`src/rtl/wb_trace_buffer.sv`:
```
// Writeback trace capture: records register writes {rd, data, pc, seq} into a
// circular buffer and streams them out oldest-first over a valid/ready port.
module wb_trace_buffer #(
    parameter int XLEN         = 32,
    parameter int DEPTH        = 16,
    parameter int AW           = 5,
    parameter int STOP_ON_FULL = 0,
    localparam int CW          = $clog2(DEPTH) + 1
) (
    input  logic            clk,
    input  logic            rst,
    input  logic            wb_reg_write,
    input  logic [AW-1:0]   wb_rd_addr,
    input  logic [XLEN-1:0] wb_write_data,
    input  logic [XLEN-1:0] wb_pc,
    input  logic            cfg_arm,
    input  logic            cfg_match_en,
    input  logic [AW-1:0]   cfg_match_rd,
    output logic            out_valid,
    input  logic            out_ready,
    output logic [AW-1:0]   out_rd,
    output logic [XLEN-1:0] out_data,
    output logic [XLEN-1:0] out_pc,
    output logic [15:0]     out_seq,
    output logic [CW-1:0]   count,
    output logic            overflow,
    output logic [1:0]      state
);

    localparam int            PW       = (DEPTH > 1) ? $clog2(DEPTH) : 1;
    localparam logic [CW-1:0] FULL_CNT = CW'(DEPTH);

    typedef enum logic [1:0] {
        S_IDLE    = 2'd0,
        S_ARMED   = 2'd1,
        S_CAPTURE = 2'd2,
        S_FROZEN  = 2'd3
    } state_t;

    state_t          state_q, state_d;
    logic [PW-1:0]   wr_ptr_q, wr_ptr_d;
    logic [PW-1:0]   rd_ptr_q, rd_ptr_d;
    logic [CW-1:0]   count_q, count_d;
    logic            ovf_q, ovf_d;
    logic [15:0]     seq_q, seq_d;

    logic [AW-1:0]   mem_rd_q   [DEPTH];
    logic [XLEN-1:0] mem_data_q [DEPTH];
    logic [XLEN-1:0] mem_pc_q   [DEPTH];
    logic [15:0]     mem_seq_q  [DEPTH];

    logic wb_event;
    logic full;
    logic do_pop;
    logic push;
    logic overwrite;

    assign wb_event = wb_reg_write && (wb_rd_addr != '0);
    assign full     = (count_q == FULL_CNT);
    assign do_pop   = out_valid && out_ready;

    always_comb begin
        state_d   = state_q;
        wr_ptr_d  = wr_ptr_q;
        rd_ptr_d  = rd_ptr_q;
        count_d   = count_q;
        ovf_d     = ovf_q;
        seq_d     = seq_q;
        push      = 1'b0;
        overwrite = 1'b0;

        // Arm wins over everything: same-cycle events and pops are discarded.
        if (cfg_arm) begin
            state_d  = S_ARMED;
            wr_ptr_d = '0;
            rd_ptr_d = '0;
            count_d  = '0;
            ovf_d    = 1'b0;
            seq_d    = '0;
        end else begin
            case (state_q)
                S_ARMED: begin
                    if (wb_event && (!cfg_match_en || (wb_rd_addr == cfg_match_rd))) begin
                        push    = 1'b1;
                        state_d = S_CAPTURE;
                    end
                end
                S_CAPTURE: push  = wb_event;
                S_FROZEN:  ovf_d = ovf_q | wb_event;
                default: ;
            endcase

            overwrite = push && full && !do_pop;

            if (push) begin
                wr_ptr_d = wr_ptr_q + PW'(1);
                seq_d    = seq_q + 16'd1;
            end
            if (overwrite) begin
                rd_ptr_d = rd_ptr_q + PW'(1);
                ovf_d    = 1'b1;
            end else if (do_pop) begin
                rd_ptr_d = rd_ptr_q + PW'(1);
            end

            if (push && !do_pop && !full) begin
                count_d = count_q + CW'(1);
            end else if (!push && do_pop) begin
                count_d = count_q - CW'(1);
            end

            if ((STOP_ON_FULL != 0) && push && (count_d == FULL_CNT)) begin
                state_d = S_FROZEN;
            end
        end
    end

    always_ff @(posedge clk or negedge rst) begin
        if (!rst) begin
            state_q  <= S_IDLE;
            wr_ptr_q <= '0;
            rd_ptr_q <= '0;
            count_q  <= '0;
            ovf_q    <= 1'b0;
            seq_q    <= '0;
        end else begin
            state_q  <= state_d;
            wr_ptr_q <= wr_ptr_d;
            rd_ptr_q <= rd_ptr_d;
            count_q  <= count_d;
            ovf_q    <= ovf_d;
            seq_q    <= seq_d;
        end
    end

    // Entries are cleared on reset so the head reads zero and never shows stale data.
    always_ff @(posedge clk or negedge rst) begin
        if (!rst) begin
            for (int i = 0; i < DEPTH; i++) begin
                mem_rd_q[i]   <= '0;
                mem_data_q[i] <= '0;
                mem_pc_q[i]   <= '0;
                mem_seq_q[i]  <= '0;
            end
        end else if (push) begin
            mem_rd_q[wr_ptr_q]   <= wb_rd_addr;
            mem_data_q[wr_ptr_q] <= wb_write_data;
            mem_pc_q[wr_ptr_q]   <= wb_pc;
            mem_seq_q[wr_ptr_q]  <= seq_q;
        end
    end

    assign out_valid = (count_q != '0);
    assign out_rd    = mem_rd_q[rd_ptr_q];
    assign out_data  = mem_data_q[rd_ptr_q];
    assign out_pc    = mem_pc_q[rd_ptr_q];
    assign out_seq   = mem_seq_q[rd_ptr_q];
    assign count     = count_q;
    assign overflow  = ovf_q;
    assign state     = state_q;

endmodule

```
`config.mk`:
```
export PLATFORM = sky130hd
export DESIGN_NAME = wb_trace_buffer
export DESIGN_NICKNAME = d
export VERILOG_FILES = /design/src/rtl/wb_trace_buffer.sv
export SDC_FILE = /design/constraint.sdc
export NUM_CORES = 2
export LEC_CHECK = 0
export ABC_AREA = 1
export BUFFER_PORTS_ARGS = -buffer_cell sky130_fd_sc_hd__buf_2
export CORE_MARGIN = 2
export CORE_UTILIZATION = 25
export CTS_CLUSTER_DIAMETER = 40
export DETAILED_ROUTE_END_ITERATION = 10
export PLACE_DENSITY_LB_ADDON = 0.08
export SLEW_MARGIN = 20
export SYNTH_ARGS = -nofsm -noshare
export SYNTH_HDL_FRONTEND = slang
export SYNTH_SLANG_ARGS = --single-unit
```
`constraint.sdc`:
```
create_clock -name clk -period 2.41 [get_ports clk]
set_input_delay 0.482 -clock clk [delete_from_list [all_inputs] [get_ports clk]]
set_output_delay 0.482 -clock clk [all_outputs]
set_load 0.02 [all_outputs]
```
==> reports/qor.yml <==
critPathSlowestCell: "sky130_fd_sc_hd__dfrtp_4"
seq_area_frac_synth_pct: 57.05
clock_sink_count: 1392
hold-path-cell-count: 4
worst-r2r-setup-slack_ps: 70
crit_path_start_kind: "register"
syn2layout_area_growth_pct: 44.29
fin_skew_ps: 110.3
drt-initial-drc-count: 3959
worst_r2r_startpoint: "state[1]"
drt-wirelength-per-cell_um: 23.38
min-delay-path-class: "in2reg"
fraction_of_layout_instances_using_a_drive_strength_above_1_pct: 22.92
ctsRootBufferMaster: "sky130_fd_sc_hd__clkbuf_16"
power.leakage_nw: 38.84
pwr_density_cell_nw_per_um2: 1202
synthesis.area_um2: 61060
synthMuxAreaShare_pct: 0
ctsHtreeMaxLevel: 5
cp-end-kind: "output pin"
critPathMaxStageDelay_ps: 430
post-route-period-util_pct: 140.6
synth_area_in_compound_gates_pct: 20.36
p_total_mw: 105.9
hold_end: "mem_rd_q[74]"
cts.reportedPaths.clkPinSlew_ps: 40
cp_common_cell: "sky130_fd_sc_hd__buf_12"
wl_um: 260400
timing.final.hold_violations: 0
yosys.cell_types.count: 42
grt_pass1_vias: 54170
core_region_area_um2: 243000
synthAdderAreaFrac_pct: 0.2992
num_rows: 181
cp_data_arrival_time_ps: 2910
dr.pass1.iters: 5
failed_checks: "setup timing"
critPathKind: "reg2out"
initial_antenna_violation_count: 7
worst_setup_slack_final_ps: -978.0
gp_congestion: 0.7584
dieArea_um2: 248200
slew_at_the_pin_closest_to_its_max_slew_limit_ps: 763.3
synthXorXnorAreaFrac_pct: 0.1434
setup_viol: 85
clock_network_latency_to_the_later_pin_of_the_worst_skew_pair_ps: 960
maximum_number_of_pins_on_one_net_before_global_route_repair: 105
final_nets: 7777
cp_max_fo: 8
period_minus_slack_ps: 3388
n_fill_cell: 24550
vias_per_cell: 4.854
r2r.worst_path.cells: 10
postSynthRegisterBits: 1392
timing.slew.headroom_pct: 49.06
tritoncts_clock_tree: "done"
synth_top_family_by_area: "compound AO/OA/AOI/OAI gates"
setup_tns_final_ps: -75580
yosys_warnings: 0
port-buffer-count: 173
final-max-slew-violation-count: 0
die_y_um: 498.2
required_ps: 1930
cap_violations: 0
wire_length_of_the_first_global_routing_pass_um: 372900
reg2reg_to: "mem_data_q[34]"
clock_buffers_created_by_tritoncts: 344
drt.antenna.violating_nets: 0
drc_errors: 0
gr_overflow_total: 0
maximum_clock_frequency_mhz: 295.2
timing.critical_path.cells: "buf_12, clkinv_16, buf_16, buf_12, buf_12, buf_8, buf_12, o21ai_2, o22ai_1, o21ai_1, nand2_2, buf_6"
rsz0062_at_grt: "true"
io_pins: 174
die_x_um: 498.2
cts_buffer_depth: 4
outcome: "finished, violations left"
syn_inst: 7104
yosys.area_share.simple_pct: 16.96
initial_cell_density_of_the_core_pct: 25.13
synthesis.area_per_instance_um2: 8.595
pre_cts_ws_ps: -633.4
place_hpwl_um: 149100
hold_start: "wb_rd_addr[4]"
globalRouteTotalUtil_pct: 19.89
largest_voltage_drop_on_the_vdd_net_mv: 0.8160
postSynthNetCount: 7198
dr_total_vias: 54060
-- area by class of cell --
| type | count | area [um^2] | area share, % |
|---|---|---|---|
| repair buffers | 878 | 11890 | 13.49 |
| repair inverters | 2 | 46.29 | 0.05254 |
| multi-input cells | 4947 | 24930 | 28.30 |
| well taps | 3202 | 4006 | 4.547 |
| flip-flops and latches | 1392 | 34850 | 39.56 |
| diodes | 2 | 5.005 | 0.005680 |
| clock inverters | 153 | 2217 | 2.516 |
| clock buffers | 442 | 9620 | 10.92 |
| inverters | 118 | 539.3 | 0.6120 |
-- layout by cell type, fill, tap and decap left out, types with 12 or more instances in the layout --
master / count
sky130_fd_sc_hd__clkbuf_8: 58
sky130_fd_sc_hd__nand2_1: 1906
sky130_fd_sc_hd__buf_4: 297
sky130_fd_sc_hd__o22ai_1: 91
sky130_fd_sc_hd__clkbuf_1: 37
sky130_fd_sc_hd__nand3_1: 147
sky130_fd_sc_hd__o221ai_1: 40
sky130_fd_sc_hd__a221oi_1: 19
sky130_fd_sc_hd__buf_16: 48
sky130_fd_sc_hd__o21ai_1: 835
sky130_fd_sc_hd__a21oi_2: 29
sky130_fd_sc_hd__nand4_1: 72
sky130_fd_sc_hd__o21ai_2: 57
sky130_fd_sc_hd__dfrtp_1: 1385
sky130_fd_sc_hd__a21oi_4: 17
sky130_fd_sc_hd__ha_1: 12
sky130_fd_sc_hd__o22ai_2: 14
sky130_fd_sc_hd__inv_1: 104
sky130_fd_sc_hd__clkbuf_16: 390
sky130_fd_sc_hd__nand2_2: 63
sky130_fd_sc_hd__o21ai_0: 925
sky130_fd_sc_hd__nand2_4: 14
sky130_fd_sc_hd__o221ai_2: 26
sky130_fd_sc_hd__buf_12: 246
sky130_fd_sc_hd__clkinv_2: 49
sky130_fd_sc_hd__a221oi_2: 81
sky130_fd_sc_hd__buf_2: 92
sky130_fd_sc_hd__buf_6: 126
sky130_fd_sc_hd__nor2_2: 25
sky130_fd_sc_hd__nor2_1: 329
sky130_fd_sc_hd__buf_8: 17
sky130_fd_sc_hd__bufinv_16: 51
sky130_fd_sc_hd__a21oi_1: 171
sky130_fd_sc_hd__clkinvlp_4: 31
-- state kept, by name, indices dropped and copies added, names as in the netlist --
name and count:
mem_data_q 512, mem_pc_q 512, mem_seq_q 256, mem_rd_q 80
seq_q 16, count 5, rd_ptr_q 4, wr_ptr_q 4
state 2, overflow 1
-- how the worst max path moves through the flow --
stage                  start         endpoint  slack (ps)  depth (start not counted)
4_1_cts          rd_ptr_q[1]      out_data[9]       -1160                          8
2_1_floorplan       count[0]         count[4]           4                         11
3_5_place_dp   wb_rd_addr[0]  mem_data_q[242]        -630                         17
6_report         rd_ptr_q[0]       out_pc[29]        -980                         12
5_1_grt          rd_ptr_q[1]      out_data[2]       -1090                         10
3_3_place_gp   wb_rd_addr[0]  mem_data_q[240]        -650                         17
-- worst max-delay path: cells and delay by family, from the launching register on --
family	cells	cell delay [ps]
buffers and inverters	8	1110
flip-flops	1	430
AO/OA/AOI/OAI	3	360
AND/OR/NAND/NOR	1	100
-- cell usage after synthesis, drive strengths merged --
library cell | count | area [um^2]
nand2 | 1984 | 7452
o21ai | 1823 | 9124
dfrtp | 1392 | 34830
clkbuf | 491 | 1843
nor2 | 362 | 1366
a21oi | 217 | 1097
buf | 156 | 880.8
nand3 | 154 | 823.3
inv | 114 | 430.4
o22ai | 105 | 656.9
a221oi | 104 | 910.9
nand4 | 81 | 615.6
o221ai | 66 | 578.1
ha | 13 | 162.7
nor3 | 11 | 55.05
xor2 | 9 | 78.83
nor4 | 5 | 31.28
clkinv | 4 | 15.01
o31ai | 3 | 22.52
a31oi | 2 | 12.51
a211oi | 1 | 7.510
a21o | 1 | 7.510
fa | 1 | 20.02
nand3b | 1 | 7.510
o211ai | 1 | 7.510
o21a | 1 | 7.510
or2 | 1 | 6.260
xnor2 | 1 | 8.760
-- per-layer routing --
metal / GRT usage [%] / up-vias / part of all wire, %
met5: 0 / - / 0.0031
met4: 5.960 / 2 / 2.3
met3: 3.088 / 396 / 4.3
met2: 31.09 / 1345 / 46
met1: 28.21 / 26850 / 48
li1: - / 25460 / -
-- logic make-up (layout without fill, tap and decap cells) --
| kind of cell | Yosys count | in the layout |
|---|---|---|
| compound gates | 2324 | 2324 |
| buf+inv | 765 | 1593 |
| simple gates | 2599 | 2599 |
| fa+ha+maj | 14 | 14 |
| flops | 1392 | 1392 |
| xor+xnor | 10 | 10 |
| other cells | 0 | 2 |
-- through the flow --
stage | hold slack (ps) | utilization (%) | area (um^2) | std cells
finish | 67.00 | 36.26 | 88110 | 11140
global route | 50.61 | 36.26 | 88110 | 11140
CTS | 3.580 | 34.81 | 84580 | 11030
detailed placement | 441.5 | 28.95 | 70340 | 10370
global placement | 447.6 | 28.95 | 70340 | 10370
floorplan | 186.4 | - | 61070 | 7104
-- power breakdown --
| part | internal [mW] | switching [mW] |
|---|---|---|
| combinational | 13.8 | 18.2 |
| clock | 33.2 | 14.5 |
| sequential | 25.1 | 1.01 |
| total | 72.1 | 33.8 |
-- what timing repair did --
action | CTS | global route
setup endpoints to repair | 86 | 1098
resized for setup | 355 | 580
setup buffers | 42 | 68
pin swaps | 81 | 194
gates cloned | 27 | 47
hold buffers | 4 | 0
hold endpoints to repair | 533 | 0
No activity file was read; power rests on OpenSTA's default activity.
